**src/rtl/conv14x14_ctrl.sv**
```systemverilog
// conv14x14_ctrl: sweeps a 14x14 image (196 pixels) through NUM_CORES 5x5
// kernels. It presents a pixel index (dPstate) and a kernel index (core_sel)
// to an external combinational datapath. It registers the datapath result
// (conv_in) into a valid/ready result port, one result per cycle when the
// consumer keeps up.
//
// Ports
//   clk, rst             clock, asynchronous active-high reset
//   start, abort         begin a pass (taken in IDLE only) / cancel the pass
//   busy, done           pass in progress / one-cycle end-of-pass pulse
//   dPstate, core_sel    pixel and kernel index driven to the datapath
//   conv_in              datapath result for the current dPstate/core_sel
//   res_*                registered result (data, pixel, kernel, last flag)
//   res_valid/res_ready  result handshake
module conv14x14_ctrl #(
    parameter int NUM_CORES = 4,
    parameter int IntSize   = 8
) (
    input  logic               clk,
    input  logic               rst,
    input  logic               start,
    input  logic               abort,
    output logic               busy,
    output logic               done,
    output logic [20:0]        dPstate,
    output logic [2:0]         core_sel,
    input  logic [IntSize-1:0] conv_in,
    output logic [IntSize-1:0] res_data,
    output logic [7:0]         res_pix,
    output logic [2:0]         res_core,
    output logic               res_last,
    output logic               res_valid,
    input  logic               res_ready
);

    typedef enum logic [1:0] {IDLE, RUN, DRAIN, DONE} state_t;

    typedef struct packed {
        logic [IntSize-1:0] data;
        logic [7:0]         pix;
        logic [2:0]         core;
        logic               last;
    } res_t;

    localparam logic [7:0] LAST_PIX  = 8'd195;
    localparam logic [2:0] LAST_CORE = 3'(NUM_CORES - 1);

    state_t     state;
    res_t       res;
    logic [7:0] pix;
    logic       load;
    logic       pix_end;
    logic       core_end;

    // The output register can take a new result when it is empty or being drained.
    assign load     = !res_valid || res_ready;
    assign pix_end  = (pix == LAST_PIX);
    assign core_end = (core_sel == LAST_CORE);

    assign dPstate  = {13'd0, pix};
    assign res_data = res.data;
    assign res_pix  = res.pix;
    assign res_core = res.core;
    assign res_last = res.last;

    always_ff @(posedge clk or posedge rst) begin
        if (rst) begin
            state     <= IDLE;
            busy      <= 1'b0;
            done      <= 1'b0;
            pix       <= 8'd0;
            core_sel  <= 3'd0;
            res       <= '0;
            res_valid <= 1'b0;
        end else begin
            case (state)
                IDLE: begin
                    done <= 1'b0;
                    if (res_valid && res_ready)
                        res_valid <= 1'b0;
                    if (start) begin
                        pix      <= 8'd0;
                        core_sel <= 3'd0;
                        busy     <= 1'b1;
                        state    <= RUN;
                    end
                end

                RUN: begin
                    if (abort) begin
                        state     <= IDLE;
                        busy      <= 1'b0;
                        pix       <= 8'd0;
                        core_sel  <= 3'd0;
                        res_valid <= 1'b0;
                        res.last  <= 1'b0;
                    end else if (load) begin
                        res.data  <= conv_in;
                        res.pix   <= pix;
                        res.core  <= core_sel;
                        res.last  <= pix_end && core_end;
                        res_valid <= 1'b1;
                        if (pix_end) begin
                            pix <= 8'd0;
                            // Final kernel: hold core_sel and wait for the
                            // last result to be taken.
                            if (core_end)
                                state <= DRAIN;
                            else
                                core_sel <= core_sel + 3'd1;
                        end else begin
                            pix <= pix + 8'd1;
                        end
                    end
                end

                DRAIN: begin
                    if (abort) begin
                        state     <= IDLE;
                        busy      <= 1'b0;
                        pix       <= 8'd0;
                        core_sel  <= 3'd0;
                        res_valid <= 1'b0;
                        res.last  <= 1'b0;
                    end else if (res_valid && res_ready) begin
                        res_valid <= 1'b0;
                        busy      <= 1'b0;
                        done      <= 1'b1;
                        state     <= DONE;
                    end
                end

                DONE: begin
                    // start is not sampled here, so a start coincident with
                    // done does not launch a pass.
                    done  <= 1'b0;
                    state <= IDLE;
                    if (res_valid && res_ready)
                        res_valid <= 1'b0;
                end

                default: state <= IDLE;
            endcase
        end
    end

endmodule
```
**config.mk**
```make
export PLATFORM = sky130hd
export DESIGN_NAME = conv14x14_ctrl
export DESIGN_NICKNAME = d
export VERILOG_FILES = /design/src/rtl/conv14x14_ctrl.sv
export SDC_FILE = /design/constraint.sdc
export NUM_CORES = 1
export LEC_CHECK = 0
export ABC_AREA = 1
export BUFFER_PORTS_ARGS = -buffer_cell sky130_fd_sc_hd__clkbuf_2
export CORE_MARGIN = 2
export CORE_UTILIZATION = 50
export DETAILED_ROUTE_END_ITERATION = 8
export GPL_ROUTABILITY_DRIVEN = 0
export PLACE_DENSITY = 0.76
export REMOVE_ABC_BUFFERS = 1
export SYNTH_ARGS = -nofsm -noshare
export SYNTH_HDL_FRONTEND = slang
export SYNTH_SLANG_ARGS = --single-unit
```
**constraint.sdc**
```tcl
create_clock -name clk -period 2.3 [get_ports clk]
set_input_delay 0.115 -clock clk [delete_from_list [all_inputs] [get_ports clk]]
set_output_delay 0.115 -clock clk [all_outputs]
set_load 0.005 [all_outputs]
```
## After elaboration in Yosys (flattened, before gate mapping)

Index checks and enable logic that the tools add are counted.
Widths: inputs -> output; s select.

- Flip-flop bits (word level): 36
- Bits in latches: 0
- RAM bits: 0
- Memory bits (read-only): 0
- Output and inout port bits: 47
- Memories: 0

- Add/sub/neg operators: 2
- Multiply operators: 0
- Div/mod/pow operators: 0
- Order comparisons: 0
- Eq/ne operators: 15
- Shift-type cells: 0
- Muxes and demuxes: 37
- Bitwise logic cells: 1
- Reductions and logical operators: 16

Operators by type and width:

| kind | number |
|---|---|
| $mux 8 | 5 |
| $pmux 8 s3 | 1 |
| $mux 3 | 6 |
| $ne 3x3->1 const B | 5 |
| $mux 2 | 7 |
| $mux 1 | 12 |
| $ne 2x2->1 const B | 5 |
| $pmux 3 s3 | 1 |
| $reduce_and 3->1 | 3 |
| $add 8x1->8 const B | 1 |
| $eq 8x8->1 const B | 1 |
| $pmux 2 s4 | 1 |
| $reduce_and 4->1 | 2 |
| $pmux 1 s3 | 2 |
| $reduce_and 6->1 | 1 |
| $reduce_and 5->1 | 1 |
| $eq 2x2->1 const B | 2 |
| $pmux 1 s2 | 2 |
| $reduce_bool 2->1 | 2 |
| $add 3x1->3 const B | 1 |
| $eq 3x2->1 const B | 1 |
| $reduce_bool 3->1 | 1 |
| $eq 2x1->1 const B | 1 |
| $logic_and 1x1->1 | 2 |
| 5 further kinds | 5 |

## Longest topological paths before layout

- Word-level depth: 6
- Mapped depth: 11
- Gate-level depth less buffers: 11

## Least setup slack after synthesis

No wires, ideal clock.

- Kind: register to register
- Start: reg state[1]
- End: reg res (netlist bit res_data[6])
- Data arrival time: 1,466 ps
- Data required time: 2,175 ps
- Path slack: 709 ps
- Cell stages (with the launch flop): 8
- Buffers on the path: 1
- Cells stage by stage: dfrtp_1 inv_1 ha_1 inv_2 nor2_8 nand2_4 buf_6 mux2_4

- Longest elaborated chain between the ends: 2

Ends and longest elaborated chain:

| what | line | source |
|---|---|---|
| start, declared | 48 | `state_t state;` |
| start signal, assigned | 68 | `state <= IDLE;` |
| start signal, assigned | 85 | `state <= RUN;` |
| start signal, assigned | 91 | `state <= IDLE;` |
| $eq 2x1->1 | 76 | `case (state)` |
| $reduce_and 3->1 (no source line) | - |  |
| end, declared | 49 | `res_t res;` |

No other way between the ends.
A chain may end at the register's enable or synchronous reset.

## Worst setup path in the final report

- Start: reg state[1]
- End: reg pix[0]

- Longest elaborated chain between the ends: 3

Ends and longest elaborated chain:

| what | line | source |
|---|---|---|
| $eq 2x1->1 (tied with other cells) | 76 |  |
| $ne 3x3->1 (no source line) (tied with other cells) | - |  |
| $reduce_and 4->1 (no source line) | - |  |
| end signal, assigned | 112 | `pix <= pix + 8'd1;` |
| end, declared | 50 | `logic [7:0] pix;` |

Parallel ways exist; a longest one is shown, timed or not.

==> key figures <==
Critical path
  • CP peak stage delay: approximately 0.41 ns
  • CP max FO: 10
  • Required time of the critical path: 2.46 ns
  • FF-to-FF Start: state[1]$_DFFE_PP0P_
  • Worst Setup End Kind: register
  • R2r endpoint: pix[0]$_DFFE_PP0P_
  • Setup crit start kind: register
  • Cells on worst reg2reg path: 11
  • Cells along the critical path: inv_1, ha_1, inv_2, nor2_8, nand2_4, nand2_2, nor2_8, inv_2, nor2_2, nand2_1, o21ai_0
  • Reg2reg setup slack: between 0.5 and 0.6 ns
  • Crit path DAT: between 1.5 and 2 ns
  • CP max-delay cell: dfrtp_1
  • Crit Path Category: register to register

Clock tree
  • Clock-pin slew on the worst setup and hold paths: approximately 0.07 ns
  • Clock root buffer: clkbuf_8
  • Total CTS buffers: 5
  • CTS tree: built
  • Clock Sinks: 36
  • Max Root-Sink Buffers: 2
  • Htree depth: 2
  • Resize count post-CTS: 0
  • Later-pin clock latency in the skew report: between 0.2 and 0.3 ns

Detailed routing
  • Via count: approximately 1500
  • Residual DRC count: 0
  • 1st-iter DRT viols: ~130
  • Routed vias/inst: between 4 and 5
  • Drt wl/cell: approximately 12 microns
  • DRT Pass-1 Iters: 4
  • Routed wire length: ~3.6 mm
  • Routed Antenna Nets: 0

Status
  • Status: complete, no violations

STA
  • Skew final: about 0.0026 ns
  • Ratio of final minimum period to clock period: 75.1%
  • Tmin final: ~1.7 ns
  • Worst-margin pin slew: about 0.74 ns
  • Max_slew headroom: about 50%
  • Max Freq: between 0.5 and 0.6 GHz
  • Max-slew violation count: 0
  • Setup violators final: 0
  • Final hold vios: 0
  • Setup_tns: 0 ns
  • RSZ-0062 raised after global routing: no

Hold path
  • Hold WC Path Type: input pin to register
  • Hold path depth: 2
  • Hold path startpoint: conv_in[0]
  • Hold EP: res_data[0]$_DFFE_PP0P_

Placed design
  • Port Buffers: 46
  • HPWL Detailed: 2.81 mm
  • Area of placed instances: between 2000 and 2500 sq um

Power
  • Pleak: ~1.2 nW
  • VDD IR max: ~0.84 mV
  • Overall Power: 2.45 mW
  • Pwr per Cell Area: between 1000 and 1500 nW/um^2

Logic synthesis
  • Synth top cells by count: nand2_1 (49), dfrtp_1 (36), inv_1 (22), o21ai_0 (18)
  • EDFF count, synth: 0
  • Post-synthesis sequential area ratio: 47.3%
  • Ys async rst share: 100%
  • Top-count cell post-synth: nand2_1
  • Dominant cell type by area after synthesis: dfrtp_1
  • Syn Std Cell Area: 1900 sq um
  • Mapped Cells: 210
  • Main flop type after synthesis: dfrtp_1
  • Ranking of synthesized cells by area: dfrtp_1 (47%), nand2_1 (9.7%), ha_1 (5.3%), buf_4 (5.1%), o21ai_0 (4.7%)
  • Mapped Avg Cell Area: roughly 9 sq um
  • YS warnings: 0
  • Synthesized flop and latch total: 36
  • Synth unique cells: 26
  • Share of the synthesized area in the top cell type: a little under half

Global route
  • Total congestion overflow: 0
  • GRT Total Usage: 18.2%
  • Vias in the first global route: roughly 1300
  • Initial antenna violation count: 0
  • Pin count of the biggest net entering global routing: 29
  • First-pass GRT wire length: 6.13 mm

Layout
  • Final antenna diode count: 0
  • Layout overhead on the synthesized area: 19.9%
  • Fin util: between 60% and 70%
  • Final non-filler cell area: approximately 2300 sq um
  • Fraction of layout instances using a drive strength above 1: a little under 30%
  • Nets: approximately 280

Floorplan
  • DIE WIDTH: roughly 66 microns
  • Starting Density: between 50% and 60%
  • Ports: 60
  • Die area: around 4300 sq um
  • Core ar.: around 3700 sq um
  • Die H: ~66 microns
  • FP Rows: 22

Job
  • Total of max-cap violations: 0
[flip-flops by register name, summed over array words and instances (netlist names)]
name / count
pix: 8
res_data: 8
res_pix: 8
core_sel: 3
res_core: 3
state: 2
busy: 1
done: 1
res_last: 1
res_valid: 1
[layout by cell type (no fill, tap or decap)]
cell type      synthesis  layout
or2_2                  2       2
clkbuf_2               0      46
a21boi_1               2       2
nand2_2                1       1
o2111ai_1              1       1
o31ai_1                1       1
clkbuf_8               0       7
a21oi_1                4       4
o21ai_1                3       3
inv_2                  3       3
buf_12                 0       1
nor2_1                13      13
nand3_1                7       7
mux2_4                 2       2
dfrtp_1               36      36
bufinv_16              0       1
ha_1                   8       8
conb_1                 1      13
dlygate4sd3_1          0       1
nand2_1               49      49
nand3_2                1       1
o21ai_0               18      18
nor2_8                 2       2
inv_1                 22      22
nand4_1                7       7
nand2_4                2       2
mux2_2                 8       8
nor2_2                 2       2
[layout make-up]
| type | count | area [sq um] |
|---|---|---|
| inverters | 25 | 93.8 |
| fillers | 344 | 1380 |
| clock buffers | 7 | 96.3 |
| clock inverters | 1 | 30.0 |
| multi-input cells | 146 | 841 |
| repair buffers | 48 | 260 |
| well taps | 48 | 60.1 |
| flip-flops and latches | 36 | 901 |
[where the power goes]
group / switching, mW / internal [mW]
Sequential: 0.100 / 0.794
Clock: 0.214 / 0.382
Combinational: 0.557 / 0.405
Total: 0.870 / 1.58
[logic make-up after synthesis]
group / after synthesis / synth area share [%]
AND/OR/NAND/NOR: 86 / 21.8
buffers and inverters: 40 / 10.8
flip-flops: 36 / 47.3
AO/OA/AOI/OAI: 29 / 8.22
multiplexers: 10 / 6.31
adder cells (fa/ha/maj): 8 / 5.26
other: 1 / 0.197
[per-stage QoR]
stage	hold slack (ns)	instances	setup WS, ns
4_1_cts	0.0616	311	0.576
3_5_place_dp	0.254	302	0.598
2_1_floorplan	0.264	207	0.758
6_report	0.0626	311	0.572
3_3_place_gp	0.248	302	0.644
5_1_grt	0.0589	311	0.436
[repair_timing]
item / 4_1_cts / 5_1_grt
hold endpoints to repair: 17 / 0
hold buffers: 1 / 0
buffers inserted: 0 / 0
[critical path: cells and delay by family (launching register included)]
kind / cells / cell delay (ns)
AO/OA/AOI/OAI: 1 / 0.08
flip-flops: 1 / 0.41
AND/OR/NAND/NOR: 6 / 0.55
buffers and inverters: 3 / 0.31
adder cells (fa/ha/maj): 1 / 0.26
[layer usage]
| layer | track usage [%] | vias up | share of wire, % |
|---|---|---|---|
| met2 | 28.9 | 47 | 47 |
| met1 | 25.4 | 683 | 46 |
| met4 | 4.69 | 0 | 0.47 |
| met5 | 0 | - | 0 |
| li1 | - | 761 | - |
| met3 | 3.77 | 4 | 6.1 |
[worst max-delay path by stage]
stage	from	endpoint	slack [ns]
after floorplan	state[1]$_DFFE_PP0P_	res_data[6]$_DFFE_PP0P_	0.76
after global placement	state[1]$_DFFE_PP0P_	pix[0]$_DFFE_PP0P_	0.64
after detailed placement	state[1]$_DFFE_PP0P_	pix[1]$_DFFE_PP0P_	0.60
after CTS	state[1]$_DFFE_PP0P_	res_data[6]$_DFFE_PP0P_	0.58
after global routing	state[1]$_DFFE_PP0P_	pix[1]$_DFFE_PP0P_	0.44
final	state[1]$_DFFE_PP0P_	pix[0]$_DFFE_PP0P_	0.57
No activity file was read; power rests on OpenSTA's default activity.
